[src/rtl/wb_arb_pkg.sv]
// Shared types and default sizing for the two-master data-memory arbiter.
package wb_arb_pkg;

   typedef enum logic [1:0] {
      IDLE = 2'd0,
      GNT0 = 2'd1,
      GNT1 = 2'd2
   } arb_state_t;

   localparam int ARB_AW      = 8;
   localparam int ARB_DW      = 8;
   localparam int ARB_TIMEOUT = 16;

endpackage

[src/rtl/wb_arb_watchdog.sv]
// Wait counter for the shared slave: pulses expire when a strobe has gone
// unacknowledged for TIMEOUT cycles. TIMEOUT of 0 disables it.
module wb_arb_watchdog
   import wb_arb_pkg::*;
#(
   parameter int TIMEOUT = ARB_TIMEOUT
) (
   input  logic clk,
   input  logic rst,
   input  logic stb,
   input  logic ack,
   input  logic clr,
   output logic expire
);

   localparam int CW = (TIMEOUT > 0) ? $clog2(TIMEOUT + 1) : 1;
   localparam logic [CW-1:0] LIMIT = CW'(TIMEOUT);
   localparam bit ENABLED = (TIMEOUT > 0);

   logic [CW-1:0] wait_cnt;

   // Ack in the expiry cycle suppresses the error.
   assign expire = ENABLED && stb && !ack && (wait_cnt == LIMIT);

   always_ff @(posedge clk) begin
      if (rst || clr || !stb || ack || expire || !ENABLED) begin
         wait_cnt <= '0;
      end else begin
         wait_cnt <= wait_cnt + CW'(1);
      end
   end

endmodule

[src/rtl/wb_data_arbiter.sv]
// Round-robin Wishbone-classic arbiter sharing DataMemory between the core
// data port (m0) and the loader (m1), with a watchdog on slave acknowledge.
module wb_data_arbiter
   import wb_arb_pkg::*;
#(
   parameter int AW      = ARB_AW,
   parameter int DW      = ARB_DW,
   parameter int TIMEOUT = ARB_TIMEOUT
) (
   input  logic          clk_i,
   input  logic          rst_i,
   input  logic          m0_cyc_i,
   input  logic          m0_stb_i,
   input  logic          m0_we_i,
   input  logic [AW-1:0] m0_adr_i,
   input  logic [DW-1:0] m0_dat_i,
   output logic [DW-1:0] m0_dat_o,
   output logic          m0_ack_o,
   output logic          m0_err_o,
   input  logic          m1_cyc_i,
   input  logic          m1_stb_i,
   input  logic          m1_we_i,
   input  logic [AW-1:0] m1_adr_i,
   input  logic [DW-1:0] m1_dat_i,
   output logic [DW-1:0] m1_dat_o,
   output logic          m1_ack_o,
   output logic          m1_err_o,
   output logic          s_cyc_o,
   output logic          s_stb_o,
   output logic          s_we_o,
   output logic [AW-1:0] s_adr_o,
   output logic [DW-1:0] s_dat_o,
   input  logic [DW-1:0] s_dat_i,
   input  logic          s_ack_i,
   output logic [1:0]    grant_o
);

   arb_state_t state_q, state_d;
   logic       last_q, last_d;

   logic          own_cyc;
   logic          own_stb;
   logic          own_we;
   logic [AW-1:0] own_adr;
   logic [DW-1:0] own_dat;
   logic          raw_stb;
   logic          expire;
   logic          grant_change;

   always_ff @(posedge clk_i) begin
      if (rst_i) begin
         state_q <= IDLE;
         last_q  <= 1'b1;
      end else begin
         state_q <= state_d;
         last_q  <= last_d;
      end
   end

   // Ownership is held for the whole bus cycle; release hands straight over.
   always_comb begin
      state_d = state_q;
      last_d  = last_q;
      case (state_q)
         IDLE: begin
            if (m0_cyc_i && m1_cyc_i) begin
               state_d = last_q ? GNT0 : GNT1;
            end else if (m0_cyc_i) begin
               state_d = GNT0;
            end else if (m1_cyc_i) begin
               state_d = GNT1;
            end
         end
         GNT0: begin
            if (!m0_cyc_i) begin
               last_d  = 1'b0;
               state_d = m1_cyc_i ? GNT1 : IDLE;
            end
         end
         GNT1: begin
            if (!m1_cyc_i) begin
               last_d  = 1'b1;
               state_d = m0_cyc_i ? GNT0 : IDLE;
            end
         end
         default: state_d = IDLE;
      endcase
   end

   always_comb begin
      own_cyc = 1'b0;
      own_stb = 1'b0;
      own_we  = 1'b0;
      own_adr = '0;
      own_dat = '0;
      case (state_q)
         GNT0: begin
            own_cyc = m0_cyc_i;
            own_stb = m0_stb_i;
            own_we  = m0_we_i;
            own_adr = m0_adr_i;
            own_dat = m0_dat_i;
         end
         GNT1: begin
            own_cyc = m1_cyc_i;
            own_stb = m1_stb_i;
            own_we  = m1_we_i;
            own_adr = m1_adr_i;
            own_dat = m1_dat_i;
         end
         default: begin
            own_cyc = 1'b0;
         end
      endcase
   end

   assign raw_stb      = own_cyc & own_stb;
   assign grant_change = (state_d != state_q);

   wb_arb_watchdog #(
      .TIMEOUT(TIMEOUT)
   ) u_watchdog (
      .clk    (clk_i),
      .rst    (rst_i),
      .stb    (raw_stb),
      .ack    (s_ack_i),
      .clr    (grant_change),
      .expire (expire)
   );

   // An expiring strobe is withdrawn from the slave in the same cycle.
   assign s_cyc_o = own_cyc;
   assign s_stb_o = raw_stb & ~expire;
   assign s_we_o  = own_we;
   assign s_adr_o = own_adr;
   assign s_dat_o = own_dat;

   assign m0_ack_o = (state_q == GNT0) & s_ack_i;
   assign m1_ack_o = (state_q == GNT1) & s_ack_i;
   assign m0_err_o = (state_q == GNT0) & expire;
   assign m1_err_o = (state_q == GNT1) & expire;

   assign m0_dat_o = (state_q != IDLE) ? s_dat_i : '0;
   assign m1_dat_o = (state_q != IDLE) ? s_dat_i : '0;

   assign grant_o = {state_q == GNT1, state_q == GNT0};

endmodule

[config.mk]
export PLATFORM = sky130hd
export DESIGN_NAME = wb_data_arbiter
export DESIGN_NICKNAME = d
export VERILOG_FILES = /design/src/rtl/wb_arb_pkg.sv /design/src/rtl/wb_arb_watchdog.sv /design/src/rtl/wb_data_arbiter.sv
export SDC_FILE = /design/constraint.sdc
export NUM_CORES = 1
export LEC_CHECK = 0
export CAP_MARGIN = 10
export CORE_MARGIN = 3
export CORE_UTILIZATION = 34
export CTS_CLUSTER_SIZE = 24
export DETAILED_ROUTE_END_ITERATION = 12
export MAX_ROUTING_LAYER = met4
export PLACE_DENSITY = 0.91
export REMOVE_ABC_BUFFERS = 1
export SYNTH_ARGS = -nofsm -noshare
export SYNTH_HDL_FRONTEND = slang
export SYNTH_SLANG_ARGS = --single-unit
[constraint.sdc]
create_clock -name clk_i -period 2.7 [get_ports clk_i]
set_input_delay 0.54 -clock clk_i [delete_from_list [all_inputs] [get_ports clk_i]]
set_output_delay 0.54 -clock clk_i [all_outputs]
set_load 0.05 [all_outputs]
=== Word-level counts from Yosys, hierarchy flattened ===
Cells that the tools add are included.

* Output and inout port bits: 41
* Input bits: 49
* Word-level logic and storage cells: 48
* Bits in registers: 8

* $add $sub $neg: 1
* Bitwise logic cells: 7
* Equality and inequality tests: 6
* Reductions and logical operators: 13
* Multiplexer cells: 18

{| class="wikitable"
|+ Operator list
! kind !! number
|-
| 8-bit one-hot mux with 2 select lines || 2
|-
| 2-bit 2-to-1 mux || 7
|-
| 8-bit 2-to-1 mux || 1
|-
| 1-bit one-hot mux with 2 select lines || 4
|-
| 1-bit bitwise AND || 6
|-
| 2-bit one-hot mux with 3 select lines || 1
|-
| 5-bit by 1-bit adder with 5-bit output, second input constant || 1
|-
| 5-bit == test, second input constant || 1
|-
| 1-bit logical OR || 4
|-
| 2-bit != test, second input constant || 2
|-
| 2-bit nonzero test || 2
|-
| 1-bit logical AND || 3
|-
| 1-bit 2-to-1 mux || 3
|-
| 3-bit AND reduction || 1
|-
| 2-bit by 1-bit == test with 1-bit output, second input constant || 1
|-
| 2-bit == test, second input constant || 1
|-
| 1-bit zero test || 2
|-
| 2-bit zero test || 1
|-
| 2-bit != test || 1
|-
| 1-bit inverter || 1
|}

=== Longest topological paths before layout ===
* Depth in word-level cells: 9
* Gate-level depth with buffers: 8
* Mapped depth without buffers: 7

=== Cells and area by module ===
A second synthesis with hierarchy kept.

* Cell total of the unflattened synthesis: 125
* Area, all modules: 970.9 µm²

{| class="wikitable"
|+ By module, submodules not included
! module !! area an instance (µm²) !! instances !! sequential area each (µm²) !! cells an instance
|-
| wb_data_arbiter || 744.5 || 1 || 60.1 || 101
|-
| wb_arb_watchdog || 226.5 || 1 || 100.1 || 24
|}

=== Worst setup path before layout ===
No wires, ideal clock.

* Kind: register to output
* Start point: register state_q[0]
* End point: output port m1_dat_o[0]
* Stages on the path, launching flop included: 6
* Required time: 2,160 ps
* Arrival time: 2,001 ps
* Path slack: 159 ps
* Buffers on the path: 2
* Cells stage by stage: dfxtp_1 inv_1 ha_1 buf_4 nor2b_1 buf_4

* Longest elaborated chain between the ends: 2

{| class="wikitable"
|+ Ends and longest elaborated chain
! item !! RTL line !! text
|-
| from (decl) || wb_data_arbiter.sv:38 || <nowiki>arb_state_t state_q, state_d;</nowiki>
|-
| from (signal assigned) || wb_data_arbiter.sv:55 || <nowiki>state_q <= state_d;</nowiki>
|-
| 2-bit nonzero test || n/a ||
|-
| 8-bit 2-to-1 mux || n/a ||
|-
| to (decl) || wb_data_arbiter.sv:25 || <nowiki>output logic [DW-1:0] m1_dat_o,</nowiki>
|}

Every way passes these cells.

=== Final worst setup path ===
* Start point: register state_q[0]
* End point: output port m0_err_o

* Longest elaborated chain between the ends: 6
* Elaborated cells on any way between the ends: 8
* Classes of those cells: eq/ne (2); mux (2); bitwise (2); reduce/logical (2)

{| class="wikitable"
|+ Ends and longest elaborated chain
! item !! RTL line !! text
|-
| 2-bit == test or 2-bit by 1-bit == test with 1-bit output (tied branches) || wb_data_arbiter.sv:96, wb_data_arbiter.sv:140 ||
|-
| 1-bit one-hot mux with 2 select lines || wb_data_arbiter.sv:96 || <nowiki>case (state_q)</nowiki>
|-
| 1-bit bitwise AND || wb_data_arbiter.sv:117 || <nowiki>assign raw_stb = own_cyc & own_stb;</nowiki>
|-
| 1-bit logical AND (2 in series) || wb_arb_watchdog.sv:23 || <nowiki>assign expire = ENABLED && stb && !ack && (wait_cnt == LIMIT);</nowiki>
|-
| 1-bit bitwise AND * || wb_data_arbiter.sv:140 || <nowiki>assign m0_err_o = (state_q == GNT0) & expire;</nowiki>
|-
| to (decl) || wb_data_arbiter.sv:19 || <nowiki>output logic m0_err_o,</nowiki>
|}

Mark *: on every way between the ends. The rest lies on a longest branch, timed or not.

==> impl_metrics.tcl <==
set metrics [dict create \
    cts_tree "done" \
    rsz0062_at_grt "false" \
    postSynthCellCount 138 \
    cts_setup_buffers 0 \
    ys.flop_type "dfxtp_1" \
    yosysUniqueCellTypes 38 \
    hp-start "u_watchdog.wait_cnt[0]" \
    grt_overflow 0 \
    p_leak_nw 0.821 \
    hold_viol 0 \
    hold_class "reg -> reg" \
    synthAdderAreaFrac 0.0835 \
    ant_nets 0 \
    clock_latency_ns 0.25 \
    die_h_um 61.5 \
    ys_seq_area_frac 0.153 \
    top_usage_layer "met2" \
    die_w_um 61.5 \
    synthXorXnorAreaFrac 0.0251 \
    yosys_warnings 0 \
    seq_power_share 0.152 \
    layout_common_cells "49 x clkdlybuf4s50_1, 26 x nor2b_1, 23 x buf_12, 23 x buf_4, 17 x a22oi_1" \
    placed_cell_area_mm2 0.00210 \
    wire_per_inst_um 14.1 \
    reg2reg_depth 7 \
    synth_compound_area_frac 0.260 \
    worstMarginPinSlew_ns 0.507 \
    relSlewSlack 0.662 \
    dr_total_vias 1267 \
    p_sw_w 0.000430 \
    rr_startpoint "state_q[0]" \
    finalCritPeriodShare 0.954 \
    grtUsageTotal 0.178 \
    holdPathEnd "u_watchdog.wait_cnt[0]" \
    max_cap_viol_count 0 \
    routed_wl_um 3510 \
    p_int_w 0.000466 \
    final_common_cell "clkdlybuf4s50_1" \
    drive_gt1_frac 0.257 \
    die_area_mm2 0.00379 \
    timing.fmax_mhz 388 \
    p_per_area_mw_per_mm2 421 \
    synth_top_area_cell "nor2b_1" \
    avgSynthCellArea_um2 7.60 \
    vias_per_cell 5.09 \
    dp_slack_ns 0.173 \
    initial_core_util 0.368 \
    drtPass1Iterations 4 \
    power_frac_comb 0.748 \
    io_buffers 89 \
    drv_slew 0 \
    ys_ff_latch 8 \
    crit_arrival_ns 2.04 \
    grt_use_met3 0.0294 \
    synth-simple-area-share 0.347 \
    area.sequential_um2 160 \
    multi_input_area_um2 756 \
    cts_buffers 3 \
    p_sw_frac 0.480 \
    num_io_pins 90 \
    areaGrowthSynthToFinish_pct 103 \
    drc_errors 0 \
    critPathCaptureType "primary output" \
    crit_slowest_cell "dfxtp_1" \
    criticalPathCategory "reg -> out" \
    synthArstFlopShare 0 \
    nets 276 \
    period_needed_ns 2.58 \
    antenna_found_initial 0 \
    design_area_mm2 0.00213 \
    synth_edf_count 0 \
    clkPwrFrac 0.100 \
    whs_ns 0.479 \
    htree_levels 1 \
    status "completed" \
    use_met2 0.321 \
    fp.coreArea_mm2 0.00285 \
    p_total_w 0.000896 \
    drtIter0Drc 61 \
    grt_pass1_vias 1159 \
    synth_top_family_by_area "simple AND/OR/NAND/NOR gates" \
    timing.final.ws_setup_ns 0.124 \
    use_met1 0.198 \
    ir_worst_vdd_uv 328 \
    reg2reg_to "u_watchdog.wait_cnt[0]" \
    path_cells "inv_1 > ha_2 > a22o_1 > nand3_4 > nor3b_1 > and2_1 > buf_12" \
    muxShareOfSynthArea 0 \
    cts_max_path_buffers 2 \
    root_buffer "clkbuf_4" \
    cp_max_fo 8 \
    yosysTopAreaCellShare 0.155 \
    grt_pass1_wl_um 5070 \
    post-dp-hpwl_um 2900 \
    grt_max_degree 22 \
    setup_tns_ns 0 \
    regToRegSetupSlack_ns 0.61 \
    whs_path_depth 1 \
    cts_num_sinks 8 \
    setup_viol 0 \
    diodes 0 \
    required_ns 2.16 \
    rows 19 \
    cpPeakStageDelay_ns 0.38 \
    synth.area.top_cells "nor2b_1 16%, dfxtp_1 15%, a22oi_1 12%" \
    n_fill_cell 207 \
    syn_area_mm2 0.00105 \
    clock_skew_ns 0.00105 \
    cts.clk_slew.worst_paths_ns 0.05 \
    gp_congestion 0.847 \
    critPathLaunchType "flop" \
]
==> power by group through the flow <==
stage | clock network [W] | logic [W] | registers, W
final | 0.0000897 | 0.000670 | 0.000136
after global routing | 0.0000990 | 0.000705 | 0.000138
after CTS | 0.0000941 | 0.000672 | 0.000136
after detailed placement | 0 | 0.000671 | 0.000138
after global placement | 0 | 0.000663 | 0.000137
after floorplan | 0 | 0.000380 | 0.000135
==> layer usage <==
layer,wire length (um),part of all wire,vias to the layer above
met5,0,0,-
met4,5,0.0014,0
met3,387,0.11,2
met2,1770,0.50,60
met1,1350,0.38,572
li1,-,-,633
==> state kept, by name, indices dropped and copies added, names as in the netlist <==
register,count
u_watchdog.wait_cnt,5
state_q,2
last_q,1
==> area by class of cell <==
type / count / area share
clock buffer: 3 / 0.0106
inverter: 7 / 0.0124
multi-input combinational: 105 / 0.355
sequential: 8 / 0.0753
tap: 31 / 0.0182
timing repair buffer: 95 / 0.528
==> stage by stage <==
stage	util	cells
after floorplan	-	120
after global placement	0.736	246
after detailed placement	0.736	246
after CTS	0.744	249
after global routing	0.746	249
final	0.746	249
==> worst max-delay path: cells and delay by family (launching register included) <==
| family | cells | cell delay (ns) |
|---|---|---|
| AOI/OAI and AO/OA | 1 | 0.22 |
| buffers and inverters | 2 | 0.28 |
| adders and majority gates | 1 | 0.28 |
| and+or+nand+nor | 3 | 0.61 |
| DFF | 1 | 0.38 |
==> cells in the mapped netlist, drive strengths merged, types with 3 or more instances <==
| cell type | number |
|---|---|
| a22oi | 17 |
| nor2 | 9 |
| dfxtp | 8 |
| nor2b | 26 |
| and2 | 5 |
| inv | 7 |
| clkbuf | 5 |
| buf | 13 |
| o21ai | 3 |
| nand2 | 6 |
| ha | 7 |
| nand3 | 3 |
| a21oi | 4 |
==> worst max path at each step <==
| stage | cells after the start | slack (ns) | startpoint | endpoint |
|---|---|---|---|---|
| after CTS | 7 | 0.04 | state_q[0] | m0_err_o |
| final | 7 | 0.12 | state_q[0] | m0_err_o |
| after detailed placement | 6 | 0.17 | m0_cyc_i | m0_err_o |
| after global placement | 6 | 0.22 | m0_cyc_i | m0_err_o |
| after global routing | 7 | 0.008 | state_q[0] | m0_err_o |
| after floorplan | 6 | -0.30 | state_q[0] | m0_err_o |
==> cells by family after synthesis <==
family                   after synthesis
adder cells (fa/ha/maj)                7
AO/OA/AOI/OAI                         37
AND/OR/NAND/NOR                       58
buffers and inverters                 25
XOR/XNOR                               3
flip-flops                             8
==> timing repair <==
item                       CTS  global route
gates resized for setup      0             2
setup endpoints to repair    0             2
hold buffers                 0             0
Note: power is estimated with default switching activity, not from simulation.
==> patch 1: new RTL, same settings <==
Set the package constant `ARB_AW` to 10 (it was 8).
--- a/src/rtl/wb_arb_pkg.sv
+++ b/src/rtl/wb_arb_pkg.sv
@@ -9,3 +9,3 @@
 
-   localparam int ARB_AW      = 8;
+   localparam int ARB_AW      = 10;
    localparam int ARB_DW      = 8;
Interface: changed (resized m0_adr_i, m1_adr_i and s_adr_o); port bits go from 90 to 96. The function was not compared with the original's and may differ.
==> patch 1 against the original RTL <==
Hold slack improved by 11 ps. Area after synthesis rose by 3.8%. Sequential cell count did not move. Global-route usage rose by 2.8 points. Power rose by 7.9%. Design area rose by 5.6%. Synthesized cell count rose by 5.8%. Routed wire length rose by 15%. Worst setup slack improved by 27 ps. Highest routed layer unchanged. Largest cell class unchanged.
==> patch 1: results (changes against the original RTL) <==
- Status: completed
- Inverters: 8 (+1)
- Final Skew: 0.986 ps (-0.0587 ps)
- Met2 WL: 2290 microns (+29%)
- Fraction of area in multi-input gates: 34.6% (-0.90 points)
- Multi-In Gates: 109 (+3.8%)
- Largest cells by area after synthesis: nor2b_1, dfxtp_1, a22oi_1, ha_1, buf_4
- Port Buf Inserts: 95 (+6.7%)
- Seq cells: 8 (unchanged)
- # nets final: 291 (+5.4%)
- Met2 GRT Util: 39.8% (+7.7 points)
- R2r setup slk: 580 ps (-30 ps)
- Initial DRC count: 51 (-16%)
- Sequential area share after synthesis: 14.7% (-0.56 points)
- Met3 usage: 3.24% (+0.30 points)
- Hpwl dp: 3390 microns (+17%)
- Layout cells sized above 1: 24.9% (-0.80 points)
- WL per Instance: 14.9 microns (+6.0%)
- Fill count: 212 (+2.4%)
- Cells after DPL: 268 (+8.9%)
- Global-route wire length before repair: 6460 microns (+27%)
- Synth top cells by count: nor2b_1, a22oi_1, buf_4
- Synth unique cells: 36 (-5.3%)
- Non-clk bufs: 101 (+6.3%)
- M1 WL: 1560 microns (+16%)
- Non-clk buf share: 53.6% (+0.74 points)
==> patch 1: path summary, 6_finish.rpt <==
path / start / endpoint / cells after the start
worst max-delay path: state_q[0]$_SDFF_PP0_ / m0_err_o / 7
worst min-delay path: u_watchdog.wait_cnt[0]$_SDFF_PP0_ / u_watchdog.wait_cnt[0]$_SDFF_PP0_ / 1
worst max register to register: state_q[0]$_SDFF_PP0_ / u_watchdog.wait_cnt[3]$_SDFF_PP0_ / 7
worst min register to register: u_watchdog.wait_cnt[0]$_SDFF_PP0_ / u_watchdog.wait_cnt[0]$_SDFF_PP0_ / 1
==> patch 1: cells by family (layout without fill, tap and decap cells) <==
logic type / Yosys count / after routing / synth area share, %
and+or+nand+nor: 58 / 58 / 30.5
AOI/OAI and AO/OA: 39 / 39 / 27.8
buffers and inverters: 29 / 112 / 14.5
DFF: 8 / 8 / 14.7
adders and majority gates: 7 / 7 / 8.05
xor gates and xnor gates: 3 / 3 / 2.41
muxes: 2 / 2 / 2.07
==> patch 1: per-stage QoR <==
stage	area (sq um)	setup WS (ps)	total power [mW]	hold WS (ps)	setup TNS, ps
detailed placement	2220	239	0.877	478	0
CTS	2240	84.6	0.969	485	0
finish	2250	150	0.967	491	0
floorplan	961	-966	0.553	452	-5460
global route	2250	14.5	1.02	522	0
global placement	2220	301	0.864	472	0
==> patch 1: critical path: stages (launching register included) <==
cell and delay, ps:
dfxtp_1 440, inv_1 150, ha_1 320, a22oi_1 220
nand4bb_1 230, nor2_1 70, and2_1 180, buf_12 150
==> patch 1: power by group <==
group,switching (mW),total [mW],internal [mW]
registers,0.0108,0.136,0.125
clock network,0.0391,0.0899,0.0508
logic,0.420,0.741,0.322
total,0.470,0.967,0.497
==> patch 2: new RTL, same flow settings <==
Made on the original files. Register the outputs `m0_err_o` and `m1_err_o`, with the module's reset; this adds one clock of latency there. The other outputs are not delayed to match.
--- a/src/rtl/wb_data_arbiter.sv
+++ b/src/rtl/wb_data_arbiter.sv
@@ -139,4 +139,11 @@
    assign m1_ack_o = (state_q == GNT1) & s_ack_i;
-   assign m0_err_o = (state_q == GNT0) & expire;
-   assign m1_err_o = (state_q == GNT1) & expire;
+   always_ff @(posedge clk_i) begin
+      if (rst_i) begin
+         m0_err_o <= '0;
+         m1_err_o <= '0;
+      end else begin
+         m0_err_o <= (state_q == GNT0) & expire;
+         m1_err_o <= (state_q == GNT1) & expire;
+      end
+   end
 
Check against the original RTL: same outputs for any inputs over 10 cycles, from zero or initial values and one cycle with rst_i high; that may be too few to reach the edited logic, so the function may still have changed.
==> patch 2 against the original RTL <==
Combinational power barely moved. Count of clock-buffer cells in the layout unchanged. First-iteration DRC count shrank 3.3%. Routed wire length is 5.6% higher. Highest routed layer unchanged. Area after synthesis grew 2.5%. Global-route usage increased by 1.5 points. Sequential cell count is 2 higher. Fmax is 3.0% higher. Power rose by 4.1%. Design area increased by 1.3%. Critical endpoint is now s_stb_o. Worst setup slack improved by 76 ps. Critical path type unchanged. Clock skew grew 9.1 ps.
==> patch 2: results (changes against the original RTL) <==
- CP max-delay cell: dfxtp_1
- Worst hold stages: 2 (+1)
- Most used DFF post-synth: dfxtp_1
- Worst vdd ir: 0.235 mV (-28%)
- WHS: 550 ps (+70.5 ps)
- Worst-Margin Slew: 509 ps (+2.37 ps)
- Top delay family on crit path: flip-flops
- CP peak stage delay: 500 ps (+120 ps)
- Cell Area, Placed: 0.00213 sq mm (+1.4%)
- Global-route wire length before repair: 6090 microns (+20%)
- # diodes: 0 (unchanged)
- Port Buf Inserts: 89 (unchanged)
- Status: completed
- Fraction of registers with async set/reset: 0% (unchanged)
- Crit path launch: state_q[0]$_SDFF_PP0_
- Reg2reg end: u_watchdog.wait_cnt[1]$_SDFF_PP0_
- Worst Path Arrival: 1960 ps (-80 ps)
- Initial DRC count: 59 (-3.3%)
- Sequential area share after synthesis: 18.6% (+3.4 points)
- Total GRT Usage: 19.3% (+1.5 points)
- Met3 usage: 3.78% (+0.85 points)
- # nets final: 279 (+1.1%)
- Final Skew: 10.1 ps (+9.09 ps)
- Worst r2r path cells: 7 (unchanged)
- HP Start: last_q$_SDFFE_PP1P_
- Aggregate routed wire length: 3710 microns (+5.6%)
- Fill count: 209 (+0.97%)
- GP Congestion: 0.879 (+3.8%)
- Postcts setup bufs: 0 (unchanged)
- Layout cells sized above 1: 22.6% (-3.1 points)
- CTS root buf: clkbuf_4
- Hpwl dp: 3100 microns (+7.0%)
- Pleak: 0.854 nW (+4.0%)
- Largest regs: u_watchdog.wait_cnt: 5 flops, state_q: 2 flops
- Yosys warning total: 0 (unchanged)
- R2r setup slk: 480 ps (-130 ps)
- Clk_lat worst skew: 260 ps
- CTS clk-pin slew, worst paths: 70 ps (+20 ps)
- Crit Path Max Fanout: 22 (+14)
- Pin count of the biggest net entering global routing: 23 (+4.5%)
- HP Class: flop to flop
- Hold-critical path endpoint: last_q$_SDFFE_PP1P_
- CTS-repair resized insts: 0 (unchanged)
- Largest cells by area after synthesis: dfxtp_1, nor2b_1, a22oi_1, ha_1, buf_4
- Max H-tree Level: 1 (unchanged)
- Place WS: 346 ps (+172 ps)
- Synth unique cells: 31 (-18%)
- Area delta synth->final: 100%
- Via count: 1,312 (+3.6%)
- Met2 GRT Util: 36.7% (+4.6 points)
- Synth top cells by count: nor2b_1, a22oi_1, buf_4, dfxtp_1
- Synth top area share: 18.6% (+3.1 points)
- Met1 GRT Util: 21.1% (+1.4 points)
[patch 2: cell types whose count changed in the layout (fill, tap and decap cells not counted), moves of 3 or more]
cell and delta:
nor4_1 +7, buf_4 -3, a21oi_1 +5, nor2_1 -4
nand2_1 +3
[patch 2: cell families after synthesis]
kind of cell    Yosys count  synth area share [%]
simple gates             60                  33.1
compound gates           37                  24.6
buf+inv                  24                  12.1
flops                    10                  18.6
fa+ha+maj                 7                  8.15
xor+xnor                  3                  2.45
mux                       1                  1.05
[patch 2: worst register-to-register path: cells and delay by family, from the launching register on]
family / cells / cell delay [ps]
AND/OR/NAND/NOR: 3 / 850
flip-flops: 1 / 400
buffers and inverters: 2 / 390
adder cells (fa/ha/maj): 1 / 300
AO/OA/AOI/OAI: 1 / 170
[patch 2: worst max path at each step]
stage | endpoint | slack [ps] | depth (start not counted)
after detailed placement | u_watchdog.wait_cnt[2]$_SDFF_PP0_ | 350 | 7
final | s_stb_o | 200 | 7
after global placement | s_stb_o | 410 | 6
after global routing | s_stb_o | 50 | 7
after floorplan | s_stb_o | -380 | 6
after CTS | s_stb_o | 140 | 7
[patch 2: report_power, final]
part | switching (mW) | internal (mW) | total [mW]
sequential | 0.0107 | 0.154 | 0.165
clock | 0.0476 | 0.0512 | 0.0988
combinational | 0.380 | 0.289 | 0.669
[patch 2: layout make-up]
class                   count  area (sq um)  share of cell area, %
flip-flops and latches     10           200                   9.29
well taps                  42          52.6                   2.44
multi-input cells         108           744                   34.6
inverters                   6          22.5                   1.05
repair buffers             94          1110                   51.6
clock buffers               3          22.5                   1.05
[patch 2: layer usage]
layer	share of wire, %	wire length, microns
met1	38	1390
met2	58	2130
met3	4.3	159
met4	0.54	20
met5	0	0
[patch 2: per-stage QoR]
| stage | util, % | std cells |
|---|---|---|
| final | 74.9 | 263 |
| after global placement | 74.0 | 260 |
| after detailed placement | 74.0 | 260 |
| after CTS | 74.8 | 263 |
| after floorplan | - | 124 |
| after global routing | 74.9 | 263 |
